--- src/rtl/fast_fourier_correlation_pkg.sv ---
// Shared types for the correlation receive path: complex sample layout,
// receiver FSM states and the frame-length width.
package fast_fourier_correlation_pkg;

  localparam int LEN_W = 14;

  typedef struct packed {
    logic signed [15:0] im;
    logic signed [15:0] re;
  } cplx16_t;

  typedef enum logic [1:0] {IDLE, RUN, FLUSH, DONE} rx_state_t;

  // Square of a signed 16-bit component; -32768^2 = 2^30 still fits.
  function automatic logic [31:0] sq16(input logic signed [15:0] v);
    logic signed [31:0] p;
    p = v * v;
    return p;
  endfunction

endpackage

--- src/rtl/corr_peak_receiver_mag.sv ---
// Two-stage |x|^2 pipeline: stage 1 squares re and im, stage 2 sums them.
// The sample index and valid flag travel alongside the data.
module corr_mag_sq
  import fast_fourier_correlation_pkg::*;
(
  input  logic             aclk,
  input  logic             areset,
  input  logic             in_valid,
  input  cplx16_t          in_data,
  input  logic [LEN_W-1:0] in_index,
  output logic             out_valid,
  output logic [31:0]      out_mag,
  output logic [LEN_W-1:0] out_index
);

  logic             s1_valid;
  logic [31:0]      re_sq;
  logic [31:0]      im_sq;
  logic [LEN_W-1:0] s1_index;

  // Stage 1: component squares
  always_ff @(posedge aclk or posedge areset) begin
    if (areset) begin
      s1_valid <= 1'b0;
      re_sq    <= 32'd0;
      im_sq    <= 32'd0;
      s1_index <= '0;
    end else begin
      s1_valid <= in_valid;
      if (in_valid) begin
        re_sq    <= sq16(in_data.re);
        im_sq    <= sq16(in_data.im);
        s1_index <= in_index;
      end
    end
  end

  // Stage 2: sum is at most 2^31, so 32 bits never wrap
  always_ff @(posedge aclk or posedge areset) begin
    if (areset) begin
      out_valid <= 1'b0;
      out_mag   <= 32'd0;
      out_index <= '0;
    end else begin
      out_valid <= s1_valid;
      if (s1_valid) begin
        out_mag   <= re_sq + im_sq;
        out_index <= s1_index;
      end
    end
  end

endmodule

--- src/rtl/corr_peak_receiver.sv ---
// AXI-Stream sink for correlator output: accepts N1+N2-1 samples per start,
// tracks the peak |x|^2 and its first index, then pulses done.
module corr_peak_receiver
  import fast_fourier_correlation_pkg::*;
#(
  parameter int TIMEOUT = 1024
)
(
  input  logic             aclk,
  input  logic             areset,
  input  logic [12:0]      N1,
  input  logic [12:0]      N2,
  input  logic             start,
  output logic             idle,
  output logic             done,
  output logic             len_error,
  output logic             timeout,
  output logic [31:0]      peak_value,
  output logic [LEN_W-1:0] peak_index,
  output logic [LEN_W-1:0] rx_count,
  input  logic [31:0]      corr_tdata,
  input  logic             corr_tvalid,
  output logic             corr_tready
);

  localparam int STALL_W = $clog2(TIMEOUT + 2);
  localparam bit TO_EN   = (TIMEOUT > 32'sd0);

  rx_state_t        state, state_d;
  logic [LEN_W-1:0] len, len_d, rx_count_d, peak_index_d;
  logic [31:0]      peak_value_d;
  logic [STALL_W-1:0] stall, stall_d;
  logic [1:0]       flush_cnt, flush_cnt_d;
  logic             len_error_d, timeout_d, tready_d;
  logic             beat;
  logic             mag_valid;
  logic [31:0]      mag;
  logic [LEN_W-1:0] mag_index;

  assign beat = corr_tvalid & corr_tready;

  corr_mag_sq u_mag (
    .aclk      (aclk),
    .areset    (areset),
    .in_valid  (beat),
    .in_data   (cplx16_t'(corr_tdata)),
    .in_index  (rx_count),
    .out_valid (mag_valid),
    .out_mag   (mag),
    .out_index (mag_index)
  );

  // FSM state register
  always_ff @(posedge aclk or posedge areset) begin
    if (areset) state <= IDLE;
    else        state <= state_d;
  end

  // Next state, counters, flags and peak tracking
  always_comb begin
    state_d      = state;
    len_d        = len;
    rx_count_d   = rx_count;
    stall_d      = stall;
    flush_cnt_d  = flush_cnt;
    len_error_d  = len_error;
    timeout_d    = timeout;
    peak_value_d = peak_value;
    peak_index_d = peak_index;

    // Strict compare keeps the earliest index on ties
    if (mag_valid && (mag > peak_value)) begin
      peak_value_d = mag;
      peak_index_d = mag_index;
    end else begin
      peak_value_d = peak_value;
    end

    case (state)
      IDLE: begin
        if (start) begin
          rx_count_d   = '0;
          stall_d      = '0;
          flush_cnt_d  = 2'd0;
          timeout_d    = 1'b0;
          peak_value_d = 32'd0;
          peak_index_d = '0;
          if ((N1 != 13'd0) && (N2 != 13'd0)) begin
            len_d       = {1'b0, N1} + {1'b0, N2} - 14'd1;
            len_error_d = 1'b0;
            state_d     = RUN;
          end else begin
            len_error_d = 1'b1;
            state_d     = DONE;
          end
        end else begin
          state_d = IDLE;
        end
      end
      RUN: begin
        if (beat) begin
          rx_count_d = rx_count + 14'd1;
          stall_d    = '0;
          if (rx_count_d == len) state_d = FLUSH;
          else                   state_d = RUN;
        end else if (TO_EN && (stall == STALL_W'(TIMEOUT))) begin
          timeout_d = 1'b1;
          state_d   = DONE;
        end else begin
          stall_d = stall + STALL_W'(1);
        end
      end
      FLUSH: begin
        if (flush_cnt == 2'd1) state_d = DONE;
        else                   flush_cnt_d = flush_cnt + 2'd1;
      end
      DONE:    state_d = IDLE;
      default: state_d = IDLE;
    endcase

    tready_d = (state_d == RUN) && (rx_count_d < len_d);
  end

  // Datapath and registered outputs
  always_ff @(posedge aclk or posedge areset) begin
    if (areset) begin
      len         <= '0;
      rx_count    <= '0;
      stall       <= '0;
      flush_cnt   <= 2'd0;
      len_error   <= 1'b0;
      timeout     <= 1'b0;
      peak_value  <= 32'd0;
      peak_index  <= '0;
      corr_tready <= 1'b0;
      idle        <= 1'b1;
      done        <= 1'b0;
    end else begin
      len         <= len_d;
      rx_count    <= rx_count_d;
      stall       <= stall_d;
      flush_cnt   <= flush_cnt_d;
      len_error   <= len_error_d;
      timeout     <= timeout_d;
      peak_value  <= peak_value_d;
      peak_index  <= peak_index_d;
      corr_tready <= tready_d;
      idle        <= (state_d == IDLE);
      done        <= (state_d == DONE);
    end
  end

endmodule

--- config.mk ---
export PLATFORM = sky130hd
export DESIGN_NAME = corr_peak_receiver
export DESIGN_NICKNAME = d
export VERILOG_FILES = /design/src/rtl/fast_fourier_correlation_pkg.sv /design/src/rtl/corr_peak_receiver_mag.sv /design/src/rtl/corr_peak_receiver.sv
export SDC_FILE = /design/constraint.sdc
export NUM_CORES = 2
export LEC_CHECK = 0
export ABC_AREA = 1
export BUFFER_PORTS_ARGS = -buffer_cell sky130_fd_sc_hd__buf_2
export CAP_MARGIN = 20
export CORE_MARGIN = 10
export CORE_UTILIZATION = 57
export CTS_BUF_LIST = sky130_fd_sc_hd__clkbuf_16
export CTS_CLUSTER_DIAMETER = 200
export DETAILED_ROUTE_END_ITERATION = 6
export PLACE_DENSITY = 0.82
export SLEW_MARGIN = 20
export SYNTH_ARGS = -nofsm -noshare
export SYNTH_HDL_FRONTEND = slang
export SYNTH_SLANG_ARGS = --single-unit
--- constraint.sdc ---
create_clock -name aclk -period 10.4 [get_ports aclk]
set_input_delay 2.08 -clock aclk [delete_from_list [all_inputs] [get_ports aclk]]
set_output_delay 2.08 -clock aclk [all_outputs]
set_load 0.01 [all_outputs]
==> impl_metrics.yaml <==
run_status:
  run_status: "completed"
sta:
  slew_violations: 0
  setup_tns_ns: 0
  hold_violations: 0
  setup_viol: 0
  finClkSkew_ns: 0.0260
  worst_pin_slew_ns: 0.980
  fin_crit_sh: 0.750
  slew-limit-headroom: 0.347
  rsz0062_at_grt: "no"
  period_minus_slack_ns: 7.80
  max_freq_ghz: 0.128
clocking:
  clockBufferDepth: 3
  cts.hold.buffers_added: 0
  cts_resized: 0
  cts_tree: "done"
  post_cts_buffers: 0
  cts_inserted_buffers: 25
  clock_latency_ns: 0.56
  clkTransAtPathRegs_ns: 0.06
  root_buffer: "clkbuf_16"
  cts_sinks: 218
  htree_levels: 1
synthesis:
  synth_edf_count: 0
  synth-seq-cells: 218
  syn_inst: 4031
  ys.flop_type: "dfrtp_1"
  ys_types: 52
  synth_top_area_frac: 0.295
  syn_area_per_cell_um2: 7.87
  yosysTopAreaCell: "fa_1"
  synth-async-reset-ratio: 1.00
  synth_nets: 4845
  synthesis.area_um2: 31700
  ys_seq_area_frac: 0.172
  yosys_warnings: 0
  yosys-top-cells-area: "fa_1, dfrtp_1, inv_1"
grt:
  grt-ovfl-total: 0
  grt_pass1_wl_um: 127000
  grt.total_usage: 0.231
  antenna_found_initial: 0
  grt_pass1_vias: 26400
  grt_max_degree: 107
worst_setup_path:
  cp_cell_sequence: "buf_2, clkinv_1, nor2_1, xnor2_1, ha_1, a31o_2, fa_1, fa_1, fa_1, fa_1, inv_1, fa_1, inv_1, ha_1, a21oi_1, o21ai_0, a21oi_1, nand3_1, a21o_1, or2_2, nand3_1, nand2_1"
  critPathLaunchType: "input port"
  critPathMostFrequentCell: "fa_1"
  crit_family: "adder cells"
  r2r_slack_ns: 6.88
  reg2reg_to: "corr_tready$_DFF_PP0_"
  rr_worst_depth: 15
  cp.depth: 22
  crit_buf_inv: 4
  slowest_delay_ns: 0.53
  arrival_ns: 8.22
  cp_slowest_cell: "fa_1"
  required_ns: 10.82
  reg2reg_from: "state[0]$_DFF_PP0_"
  endpoint_kind: "flop"
  crit_type: "in2reg"
  crit_fanout: 24
cells_and_area:
  antenna_cells: 0
  syn2layout_area_growth_pct: 6.25
  final_nets: 4883
  finish.utilization: 0.612
  drive_gt1_frac: 0.0614
drt:
  routed_wl_um: 74900
  first_pass_iters: 6
  final_antenna_net_count: 0
  num_vias: 25700
  drtIter0Drc: 1871
  drc_errors: 0
  routed_via_density: 5.32
  wl_per_cell_um: 15.5
placement:
  post-dp-hpwl_um: 62000
  port_buffers: 126
  gp_congestion: 0.969
run:
  cap_violations: 0
hold_path:
  holdPathEnd: "u_mag.out_index[7]$_DFFE_PP0P_"
  holdCritPathClass: "reg2reg"
  holdCritStartpoint: "u_mag.s1_index[7]$_DFFE_PP0P_"
  min_delay_path_depth: 2
floorplanning:
  dieArea_um2: 65500
  start_util: 0.576
  io_pins: 127
  fp.dieH_um: 256
  rows: 86
  coreArea_um2: 55100
  die_w_um: 256
[worst max-delay path by stage]
stage,start,endpoint
4_1_cts,corr_tdata[15],u_mag.re_sq[24]$_DFFE_PP0P_
3_5_place_dp,corr_tdata[15],u_mag.re_sq[24]$_DFFE_PP0P_
6_report,corr_tdata[15],u_mag.re_sq[24]$_DFFE_PP0P_
3_3_place_gp,corr_tdata[15],u_mag.re_sq[24]$_DFFE_PP0P_
5_1_grt,corr_tdata[15],u_mag.re_sq[24]$_DFFE_PP0P_
2_1_floorplan,areset,corr_tready$_DFF_PP0_
[cells in the final DEF (no fill, tap or decap), drive strengths merged, types with 2 or more instances in the layout]
master / synthesis / final
inv: 1016 / 1023
nand2: 838 / 838
fa: 468 / 468
ha: 284 / 284
nor2: 240 / 240
dfrtp: 217 / 217
a21oi: 187 / 187
o21ai: 175 / 175
nand3: 157 / 157
buf: 27 / 132
xor2: 47 / 47
or2: 44 / 44
nand4: 43 / 43
xnor2: 31 / 31
nand3b: 30 / 30
nor3: 28 / 28
clkbuf: 94 / 25
a31oi: 16 / 16
o21bai: 16 / 16
o22ai: 14 / 14
a21o: 13 / 13
clkinv: 2 / 12
a31o: 7 / 7
a21boi: 5 / 5
o21a: 4 / 4
o211ai: 4 / 4
o31ai: 4 / 4
o2111ai: 3 / 3
a211oi: 3 / 3
nor3b: 2 / 2
a221oi: 2 / 2
bufinv: 0 / 2
clkinvlp: 0 / 2
nor4: 2 / 2
[metal layers]
layer,part of all wire,up-vias,GRT usage
met1,0.42,12500,0.310
met3,0.071,129,0.0305
li1,-,12300,-
met5,0,-,0
met2,0.49,856,0.392
met4,0.022,0,0.0537
[metrics by stage]
step                      hold WS (ns)  worst slack, ns  area [um2]  std cells
after floorplan                  0.352             2.36       31700       4031
after global placement           0.462             2.43       32900       4790
after detailed placement         0.466             2.24       32900       4790
after CTS                        0.469             2.79       33700       4836
after global routing             0.501             2.33       33700       4836
final                            0.477             2.60       33700       4836
[cell type report]
class / count / area (um2)
clock buffer: 25 / 626
clock inverter: 21 / 176
sequential: 218 / 5460
multi-input combinational: 2674 / 22000
inverter: 1018 / 3830
fill: 4843 / 21400
timing repair buffer: 132 / 676
tap: 748 / 936
[Yosys cell counts (3+ instances only)]
| master | instances |
|---|---|
| a211oi_1 | 3 |
| inv_1 | 1008 |
| ha_1 | 284 |
| xnor2_1 | 31 |
| o21bai_1 | 15 |
| xor2_1 | 47 |
| o22ai_1 | 14 |
| fa_1 | 468 |
| o31ai_1 | 4 |
| or2_1 | 3 |
| nor2_2 | 7 |
| a31o_2 | 7 |
| nand3b_1 | 30 |
| nor2_1 | 230 |
| o21ai_0 | 164 |
| clkbuf_1 | 94 |
| o21ai_1 | 10 |
| nor2_4 | 3 |
| buf_1 | 7 |
| a31oi_1 | 16 |
| inv_2 | 8 |
| a21boi_0 | 4 |
| nand2_1 | 836 |
| dfrtp_1 | 217 |
| nor3_1 | 28 |
| buf_2 | 20 |
| o2111ai_1 | 3 |
| o211ai_1 | 4 |
| a21o_1 | 13 |
| nand4_1 | 43 |
| o21a_1 | 4 |
| or2_2 | 41 |
| a21oi_1 | 187 |
| nand3_1 | 155 |
[sequential cells by signal, indices dropped and copies added (netlist names), 2 cells and up]
name             cells
flush_cnt            2
len                 14
peak_index          14
peak_value          32
rx_count            14
stall               11
state                2
u_mag.im_sq         31
u_mag.out_index     14
u_mag.out_mag       32
u_mag.re_sq         31
u_mag.s1_index      14
[worst register-to-register path: cells and delay by family (launching register included)]
family                     cells  cell delay [ns]
and+or+nand+nor                7             0.81
AOI/OAI and AO/OA              4             0.85
adders and majority gates      1             0.29
DFF                            1             0.41
buffers and inverters          3             1.06
[logic make-up after synthesis]
group	share of synthesized area
buffers and inverters	0.136
AO/OA/AOI/OAI	0.0797
XOR/XNOR	0.0215
AND/OR/NAND/NOR	0.184
flip-flops	0.172
adder cells (fa/ha/maj)	0.407
Power is not shown: default switching activity piles up to over one toggle a cycle in this logic, so the estimate is an artifact.
